## config.mk

```make
export PLATFORM = sky130hd
export DESIGN_NAME = data_bus_arbiter
export DESIGN_NICKNAME = d
export VERILOG_FILES = /design/src/rtl/data_bus_arbiter_pkg.sv /design/src/rtl/data_bus_arbiter_pick2.sv /design/src/rtl/data_bus_arbiter.sv
export SDC_FILE = /design/constraint.sdc
export NUM_CORES = 1
export LEC_CHECK = 0
export BUFFER_PORTS_ARGS = -buffer_cell sky130_fd_sc_hd__buf_2
export CAP_MARGIN = 20
export CORE_AREA = 3 3 120 122
export DETAILED_ROUTE_END_ITERATION = 10
export DIE_AREA = 0 0 123 125
export MAX_ROUTING_LAYER = met4
export PLACE_DENSITY = 0.56
export SETUP_SLACK_MARGIN = 0.3
export SYNTH_ARGS = -nofsm -noshare
export SYNTH_HDL_FRONTEND = slang
export SYNTH_HIERARCHICAL = 1
export SYNTH_SLANG_ARGS = --single-unit
```

## constraint.sdc

```tcl
create_clock -name clk_i -period 1.4 [get_ports clk_i]
set_input_delay 0.07 -clock clk_i [delete_from_list [all_inputs] [get_ports clk_i]]
set_output_delay 0.07 -clock clk_i [all_outputs]
set_load 0.05 [all_outputs]
```

## src/rtl/data_bus_arbiter_pkg.sv

```systemverilog
// Shared types for the two-master data bus arbiter: master index, master count
// and the registered response record.
package miriscv_arb_pkg;

    typedef enum logic {
        ARB_M0 = 1'b0,
        ARB_M1 = 1'b1
    } arb_master_e;

    localparam int ARB_NUM_MASTERS = 2;

    typedef struct packed {
        logic        valid;
        arb_master_e owner;
        logic        err;
    } arb_resp_t;

endpackage

```

## src/rtl/data_bus_arbiter_pick2.sv

```systemverilog
// Two-way combinational priority pick. Define ARB_ROUND_ROBIN_EN to break ties
// away from the last granted master; otherwise master 0 always wins a tie.
import miriscv_arb_pkg::*;

module arb_pick2 (
    input  logic [ARB_NUM_MASTERS-1:0] req,
    input  arb_master_e                last,
    output logic [ARB_NUM_MASTERS-1:0] gnt,
    output arb_master_e                idx
);

`ifndef ARB_ROUND_ROBIN_EN
    // The pointer only matters for round-robin; it is deliberately left unused here.
    logic unused_last;
    assign unused_last = last;
`endif

    always_comb begin
        gnt = '0;
        idx = ARB_M0;
        unique case (req)
            2'b01: begin
                gnt = 2'b01;
                idx = ARB_M0;
            end
            2'b10: begin
                gnt = 2'b10;
                idx = ARB_M1;
            end
            2'b11: begin
`ifdef ARB_ROUND_ROBIN_EN
                if (last == ARB_M0) begin
                    gnt = 2'b10;
                    idx = ARB_M1;
                end else begin
                    gnt = 2'b01;
                    idx = ARB_M0;
                end
`else
                gnt = 2'b01;
                idx = ARB_M0;
`endif
            end
            default: begin
                gnt = '0;
                idx = ARB_M0;
            end
        endcase
    end

endmodule

```

## src/rtl/data_bus_arbiter.sv

```systemverilog
// Shares the RAM data port between two masters with a fixed one-cycle response;
// out-of-range accesses are answered locally. Tie policy set by ARB_ROUND_ROBIN_EN.
import miriscv_arb_pkg::*;

module data_bus_arbiter #(
    parameter int RAM_SIZE = 256
) (
    input  logic        clk_i,
    input  logic        rst_i,

    input  logic        m0_req_i,
    input  logic        m0_we_i,
    input  logic [3:0]  m0_be_i,
    input  logic [31:0] m0_addr_i,
    input  logic [31:0] m0_wdata_i,
    output logic        m0_gnt_o,
    output logic        m0_rvalid_o,
    output logic [31:0] m0_rdata_o,
    output logic        m0_err_o,

    input  logic        m1_req_i,
    input  logic        m1_we_i,
    input  logic [3:0]  m1_be_i,
    input  logic [31:0] m1_addr_i,
    input  logic [31:0] m1_wdata_i,
    output logic        m1_gnt_o,
    output logic        m1_rvalid_o,
    output logic [31:0] m1_rdata_o,
    output logic        m1_err_o,

    output logic        s_req_o,
    output logic        s_we_o,
    output logic [3:0]  s_be_o,
    output logic [31:0] s_addr_o,
    output logic [31:0] s_wdata_o,
    input  logic [31:0] s_rdata_i
);

    localparam logic [31:0] RAM_LIMIT = 32'(RAM_SIZE);

    logic [ARB_NUM_MASTERS-1:0] req_vec;
    logic [ARB_NUM_MASTERS-1:0] gnt_vec;
    arb_master_e                gnt_idx;
    arb_master_e                last_q;
    arb_resp_t                  resp_q;

    logic        any_gnt;
    logic        sel_we;
    logic [3:0]  sel_be;
    logic [31:0] sel_addr;
    logic [31:0] sel_wdata;
    logic        in_range;
    logic        resp_live;

    // Requests are masked during reset so nothing is granted while rst_i is high.
    assign req_vec = rst_i ? '0 : {m1_req_i, m0_req_i};

    arb_pick2 u_pick (
        .req  (req_vec),
        .last (last_q),
        .gnt  (gnt_vec),
        .idx  (gnt_idx)
    );

    assign any_gnt  = |gnt_vec;
    assign m0_gnt_o = gnt_vec[0];
    assign m1_gnt_o = gnt_vec[1];

    always_comb begin
        sel_we    = m0_we_i;
        sel_be    = m0_be_i;
        sel_addr  = m0_addr_i;
        sel_wdata = m0_wdata_i;
        if (gnt_idx == ARB_M1) begin
            sel_we    = m1_we_i;
            sel_be    = m1_be_i;
            sel_addr  = m1_addr_i;
            sel_wdata = m1_wdata_i;
        end
    end

    assign in_range = (sel_addr < RAM_LIMIT);

    // The slave side is zeroed when idle; out-of-range grants never raise s_req_o.
    always_comb begin
        s_req_o   = 1'b0;
        s_we_o    = 1'b0;
        s_be_o    = '0;
        s_addr_o  = '0;
        s_wdata_o = '0;
        if (any_gnt) begin
            s_req_o   = in_range;
            s_we_o    = sel_we;
            s_be_o    = sel_be;
            s_addr_o  = sel_addr;
            s_wdata_o = sel_wdata;
        end
    end

    always_ff @(posedge clk_i) begin
        if (rst_i) begin
            resp_q <= '{valid: 1'b0, owner: ARB_M0, err: 1'b0};
            last_q <= ARB_M1;
        end else begin
            resp_q.valid <= any_gnt;
            if (any_gnt) begin
                resp_q.owner <= gnt_idx;
                resp_q.err   <= ~in_range;
                last_q       <= gnt_idx;
            end
        end
    end

    // A response still in flight when reset rises is suppressed rather than delivered.
    assign resp_live = resp_q.valid & ~rst_i;

    always_comb begin
        m0_rvalid_o = resp_live & (resp_q.owner == ARB_M0);
        m1_rvalid_o = resp_live & (resp_q.owner == ARB_M1);
        m0_err_o    = m0_rvalid_o & resp_q.err;
        m1_err_o    = m1_rvalid_o & resp_q.err;
        m0_rdata_o  = '0;
        m1_rdata_o  = '0;
        if (m0_rvalid_o && !resp_q.err) begin
            m0_rdata_o = s_rdata_i;
        end
        if (m1_rvalid_o && !resp_q.err) begin
            m1_rdata_o = s_rdata_i;
        end
    end

endmodule

```

==> results.txt, run 1 <==
The worst setup path is captured at a primary output. The post-route netlist has 96.49% of its cells at a drive strength greater than 1. The register with the most flip-flops in the layout has 3 of them.

The TritonCTS clock tree is yes. The ratio of total power to cell area is 451.3 nW/µm². The buffer type at the clock tree root is sky130_fd_sc_hd__clkbuf_16.

In this run the deepest clock path goes through 2 buffers. The count of buffers inserted at the top-level ports came out at 313. The maximum clock frequency came out at 0.5995 GHz. The initial utilization of the core area, before any placement, comes to 13.59%. The via count of the first global-routing pass is 3845. The residual antenna-violating net count after detailed routing came out at 0. The later pin in the worst-skew pair is clocked with a latency of 230 ps. The class of the tightest hold or removal check is input port to flop. The detailed router placed 3566 vias in this run.

The signed area change from the synthesized netlist to the final layout came out at 306.7%. The tightest slew margin relative to the limit came out at 67.99%. The DRC marker count from the first detailed-route iteration came out at 65. Setup repair after global routing could not meet its margin everywhere. When the netlist entered floorplanning its net count stood at 438. The detail-routed via count per cell is 4.286. The tightest hold margin is 135.2 ps.

The element type at the critical path start is an input port. The number of max-capacitance violations reported is 0. Counting the buffers created by CTS gives 3. The slew at the pin closest to its max-slew limit is 475.7 ps. The largest registers in the layout are resp_q: 3 flops. The share of the clock period used by the worst path after layout came out at 119.2%. In this run the worst path has a maximum fanout of 9. The die extent in y is 125 µm.

The cell area that synthesis handed to floorplanning was 1807 µm². Buffers inserted to repair hold after CTS numbered 0. The clock drives 3 sinks.

The number of nets in the layout is 830. resp_q holds more flip-flops than any other register. The number of cells produced by synthesis came out at 264. The register area came out at 65.06 µm².

The worst-case IR drop observed on VDD is 0.0002761 V. The deepest level of the CTS H-tree is 1. The count of TritonRoute iterations in the first routing pass is 3. The arrival time at the worst endpoint is 1600 ps. The DRC violation count after routing came out at 0.

The area of placed instances is 5062 µm². The flow ran to the end, but the final reports show violations. After detailed routing, the average wire length per cell comes to 16.83 µm. The checks that failed: setup timing. The number of slew-limit violations in the final report is 0. The worst path in the final design needs a cycle of 1668 ps, including I/O delays and setup. The synthesized area per cell is 6.844 µm².

Across the routed clock network, the largest skew measured is 0 ps. The Yosys step of the flow raised 6 warnings. The number of antenna violations at the first check in global routing came out at 1. The number of endpoints failing setup at the final stage is 135. The total power came out at 0.003316 W.

The floorplan row count came out at 42. The filler cells instantiated in the layout total 1050. The critical path data required time came out at 1330 ps.

The overall global routing resource usage came out at 16.43%. The final instance area came out at 7348 µm². The first global-routing pass estimated 19900 µm of wire. The die outline area came out at 15380 µm². The global placement routability congestion is 0.8269. The setup path with the least slack is of type input port to primary output.

The total overflow reported by the global router came out at 0. Timing analysis after detailed placement gives a worst setup slack of -359.7 ps. The area of the multi-input gates came out at 2965 µm². The cell leakage power came out at 3.192 nW. The number of hold-slack violations in the final timing report is 0.

Summed over all layers, the routed wires come to 14000 µm. Once routing completed, OpenROAD measured the worst setup slack at -268.1 ps. The clock transition at the registers of the reported paths is 30 ps. The placeable core region came out at 13300 µm². The HPWL after detailed placement is 9755 µm. The pin count of the biggest net entering global routing is 24. The floorplan die width is 123 µm. The top-level port count came out at 314.
power by group:
group	leakage [nW]	switching (W)	internal, W	total (W)
Combinational	3.13	0.00147	0.00130	0.00276
Sequential	0.0259	0.00000397	0.0000907	0.0000946
Clock	0.0382	0.0000812	0.000376	0.000457
Total	3.19	0.00155	0.00176	0.00332
stage by stage:
stage	setup TNS (ps)	utilization, %	cells
final	-26210	55.27	832
after CTS	-23040	51.11	809
after detailed placement	-21300	38.08	792
after global routing	-34890	55.27	832
after floorplan	-4918	-	264
after global placement	-19350	38.08	792
metal layers:
layer	wire length [µm]	track usage [%]	up-vias	share of wire [%]
met1	4755	16.82	1679	34
met5	0	-	-	0
met4	186	2.541	0	1.3
li1	-	-	1671	-
met2	8017	32.78	200	57
met3	1043	2.439	16	7.4
layout by cell type, fill, tap and decap left out, drive strengths merged:
cell and instances:
a211oi 2, nor2b 2, nand3 1, clkbuf 8
nor3b 1, and2 67, nor2 72, nand4 2
and2b 3, o21ai 1, nor3 2, a21oi 1
diode 1, nor4 10, mux2i 70, and3b 1
dfxtp 3, buf 406, nand2 3
critical path, cell delays in order:
cell                      delay (ps)
sky130_fd_sc_hd__buf_6            70
sky130_fd_sc_hd__and2b_2         200
sky130_fd_sc_hd__nor2b_4         170
sky130_fd_sc_hd__buf_12          160
sky130_fd_sc_hd__nor2_4          330
sky130_fd_sc_hd__buf_12          210
sky130_fd_sc_hd__buf_12          170
sky130_fd_sc_hd__nor2_4           40
sky130_fd_sc_hd__buf_6           150
final timing paths:
kind | from | end | slack (ps) | cells after the start
setup / recovery | rst_i | s_wdata_o[6] | -270 | 9
hold / removal | rst_i | resp_q[1] | 140 | 3
setup reg to reg | resp_q[0] | resp_q[0] | 500 | 3
hold reg to reg | resp_q[1] | resp_q[1] | 500 | 2
timing repair:
action | CTS | global route
buffers inserted | 7 | 17
pin swaps | 8 | 15
gates resized for setup | 398 | 73
hold endpoints to repair | 0 | 0
gates cloned | 6 | 5
setup endpoints to repair | 142 | 142
final cells by class:
cell class / count / share of cell area [%]
Timing Repair Buffer: 410 / 54.66
Multi-Input combinational cell: 238 / 40.35
Tap cell: 176 / 2.997
Clock buffer: 4 / 1.073
Sequential cell: 3 / 0.8854
Antenna cell: 1 / 0.03405
Power figures use the tool's default switching activity.
==> run 2: changes to the inputs <==
--- a/config.mk
+++ b/config.mk
@@ -8,3 +8,2 @@
 export BUFFER_PORTS_ARGS = -buffer_cell sky130_fd_sc_hd__buf_2
-export CAP_MARGIN = 20
 export CORE_AREA = 3 3 120 122
==> constraint.sdc (replaced) <==
create_clock -name clk_i -period 1.4 [get_ports clk_i]
set_input_delay 0.21 -clock clk_i [delete_from_list [all_inputs] [get_ports clk_i]]
set_output_delay 0.21 -clock clk_i [all_outputs]
set_load 0.05 [all_outputs]
==> results.txt, run 2 (synthesized netlist as in run 1, its figures left out) <==
The largest register by flop count was resp_q (unchanged). The arrival time at the worst endpoint came out at 1690 ps (was 1600 ps). The overall routed net length came out at 13680 µm (was 14000 µm). The count of TritonRoute iterations in the first routing pass came to 4 (was 3).

The number of buffers created by CTS is 3 (unchanged). The count of buffers inserted at the top-level ports came out at 313 (unchanged). The floorplan row count was 42 (unchanged). The DRC marker count from the first detailed-route iteration came to 48 (was 65). The total overflow reported by the global router is 0 (unchanged).

The number of placed instances, taps included is 796 (was 792). The HPWL after detailed placement was 10140 µm (was 9755 µm). RSZ-0062 raised after global routing: true (unchanged).

The post-detailed-route wirelength per cell came out at 16.37 µm (was 16.83 µm). The cell leakage power came to 3.219 nW (was 3.192 nW). The element type at the critical path start is an input port (unchanged). The accumulated negative setup slack is -53960 ps (was -26210 ps). The total vias in the final route came to 3543 (was 3566). The endpoint kind of the worst setup timing path is a primary output (unchanged). Violated checks: setup timing (unchanged).

The die extent in y was 125 µm (unchanged). The post-route minimum period is 1900 ps (was 1668 ps). The count of clock tree sinks came to 3 (unchanged).

The maximum buffer depth of the clock tree was 2 (unchanged). The worst path setup slack after routing came to -500.5 ps (was -268.1 ps). Outcome: complete, but fails checks (unchanged). The class of the tightest hold or removal check is input port to flop (unchanged). The floorplan die width is 123 µm (unchanged). The commonest non-fill, non-tap cell in the layout was sky130_fd_sc_hd__buf_2 (unchanged). The TritonCTS clock tree is yes (unchanged).

Top flop regs: resp_q: 3 flops (unchanged). The global placement routability congestion came out at 0.8101 (was 0.8269). The final antenna diode count came out at 0 (was 1). The maximum clock frequency is 0.5262 GHz (was 0.5995 GHz). The number of endpoints failing setup at the final stage is 141 (was 135).

The number of antenna violations at the first check in global routing came to 0 (was 1). The number of max-capacitance violations reported came out at 0 (unchanged). The buffer type at the clock tree root is sky130_fd_sc_hd__clkbuf_16 (unchanged). The DRC violation count after routing came out at 0 (unchanged).

The count of placed standard cells in the final layout, fillers left out is 836 (was 832). The share of layout cells above drive strength 1 was 92.88% (was 96.49%). The longest individual stage delay on the worst path is 240 ps (was 330 ps). The slew at the pin closest to its max-slew limit came to 462.7 ps (was 475.7 ps). The via count of the first global-routing pass came out at 3787 (was 3845). The tightest slew margin relative to the limit is 68.87% (was 67.99%).

The highest fanout seen on the critical path is 7 (was 9). The number of flip-flops in the largest register came out at 3 (unchanged). The master of the slowest instance on the critical path is sky130_fd_sc_hd__mux2i_4 (was sky130_fd_sc_hd__nor2_4). The pin count of the biggest net entering global routing came to 26 (was 24).

The placement-stage worst setup slack came out at -713.7 ps (was -359.7 ps). The clock transition at the registers of the reported paths came out at 30 ps (about the same). The deepest level of the CTS H-tree came out at 1 (unchanged). The residual antenna-violating net count after detailed routing is 0 (unchanged). The initial cell density of the core was 13.59% (unchanged). The count of hold-fix buffers inserted at cts is 0 (unchanged). The overall global routing resource usage is 16.95% (was 16.43%). The peak supply drop came out at 0.0003180 V (was 0.0002761 V). The clock skew is 0 ps (unchanged). The placeable core region is 13300 µm² (unchanged).

The number of slew-limit violations in the final report is 0 (unchanged). The detail-routed via count per cell is 4.238 (was 4.286). The number of nets in the layout was 835 (was 830).

The share of the clock period used by the worst path after layout came out at 135.7% (was 119.2%). The ratio of total power to cell area is 446.2 nW/µm² (was 451.3 nW/µm²). The critical path data required time is 1190 ps (was 1330 ps). The die outline area is 15380 µm² (unchanged). Cell breakdown of the critical path: buf_2 -> and2b_2 -> nor2b_4 -> buf_12 -> mux2i_4 -> nand2_2 -> a211oi_4 -> and2_4 -> buf_8 (was buf_6 -> and2b_2 -> nor2b_4 -> buf_12 -> nor2_4 -> buf_12 -> buf_12 -> nor2_4 -> buf_6). The post-layout utilization of the core is 55.19% (was 55.27%). Commonest cells after routing, fill and taps aside: sky130_fd_sc_hd__buf_2 (172), sky130_fd_sc_hd__buf_8 (91), sky130_fd_sc_hd__nor2_4 (70), sky130_fd_sc_hd__buf_6 (70), sky130_fd_sc_hd__and2_4 (67) (was sky130_fd_sc_hd__buf_2 (172), sky130_fd_sc_hd__buf_8 (90), sky130_fd_sc_hd__buf_6 (72), sky130_fd_sc_hd__nor2_4 (70), sky130_fd_sc_hd__and2_4 (67)).

The signed area change from the synthesized netlist to the final layout was 306.2% (was 306.7%). The critical path start-end classification is input port to primary output (unchanged). The top-level port count is 314 (unchanged). The global-route wire length before repair came out at 20240 µm (was 19900 µm).

The clock latency at the later pin of the worst-skew pair came out at 220 ps (was 230 ps). The number of hold-slack violations in the final timing report is 0 (unchanged).
==> run 2: stage by stage <==
step | hold slack [ps] | instance area [µm²] | power, W
floorplan | 271.7 | 2761 | 0.001419
global placement | 468.9 | 5080 | 0.002146
detailed placement | 472.7 | 5080 | 0.002168
CTS | 445.6 | 7056 | 0.003185
global route | 468.7 | 7338 | 0.003413
finish | 452.4 | 7338 | 0.003274
==> run 2: path summary, 6_finish.rpt <==
check                           cells after the start  slack [ps]        end       from
worst min register to register                      3         620  resp_q[1]  resp_q[1]
worst max register to register                      3         550  resp_q[0]  resp_q[0]
worst min-delay path                                5         450  resp_q[1]      rst_i
worst max-delay path                                9        -500    s_req_o   m0_req_i
==> run 2: cell type report <==
| type | instances | area (µm²) |
|---|---|---|
| Clock buffer | 4 | 78.83 |
| Fill cell | 1067 | 5957 |
| Multi-Input combinational cell | 238 | 2824 |
| Sequential cell | 3 | 63.81 |
| Tap cell | 176 | 220.2 |
| Timing Repair Buffer | 415 | 4151 |
==> run 2: timing repair <==
action / 4_1_cts / 5_1_grt
resized for setup: 429 / 43
setup buffers: 19 / 8
setup endpoints to repair: 143 / 143
pin swaps: 20 / 25
cloned: 8 / 1
==> run 2: metal layers <==
| metal | GRT usage, % | share of wire, % | up-vias |
|---|---|---|---|
| met5 | - | 0 | - |
| met4 | 3.388 | 2.1 | 0 |
| met2 | 33.29 | 57 | 202 |
| li1 | - | - | 1688 |
| met3 | 2.394 | 8.0 | 20 |
| met1 | 17.57 | 33 | 1633 |
==> run 2: worst max-delay path, delay by kind of cell <==
family                 cells  cell delay (ps)
buffers and inverters      3              400
muxes                      1              240
and+or+nand+nor            4              630
AOI/OAI and AO/OA          1              200
==> run 2: report_power, final <==
part	switching (W)	internal [W]	total, W
clock	0.0000813	0.000376	0.000457
sequential	0.00000353	0.0000903	0.0000938
combinational	0.00144	0.00129	0.00272
total	0.00152	0.00175	0.00327
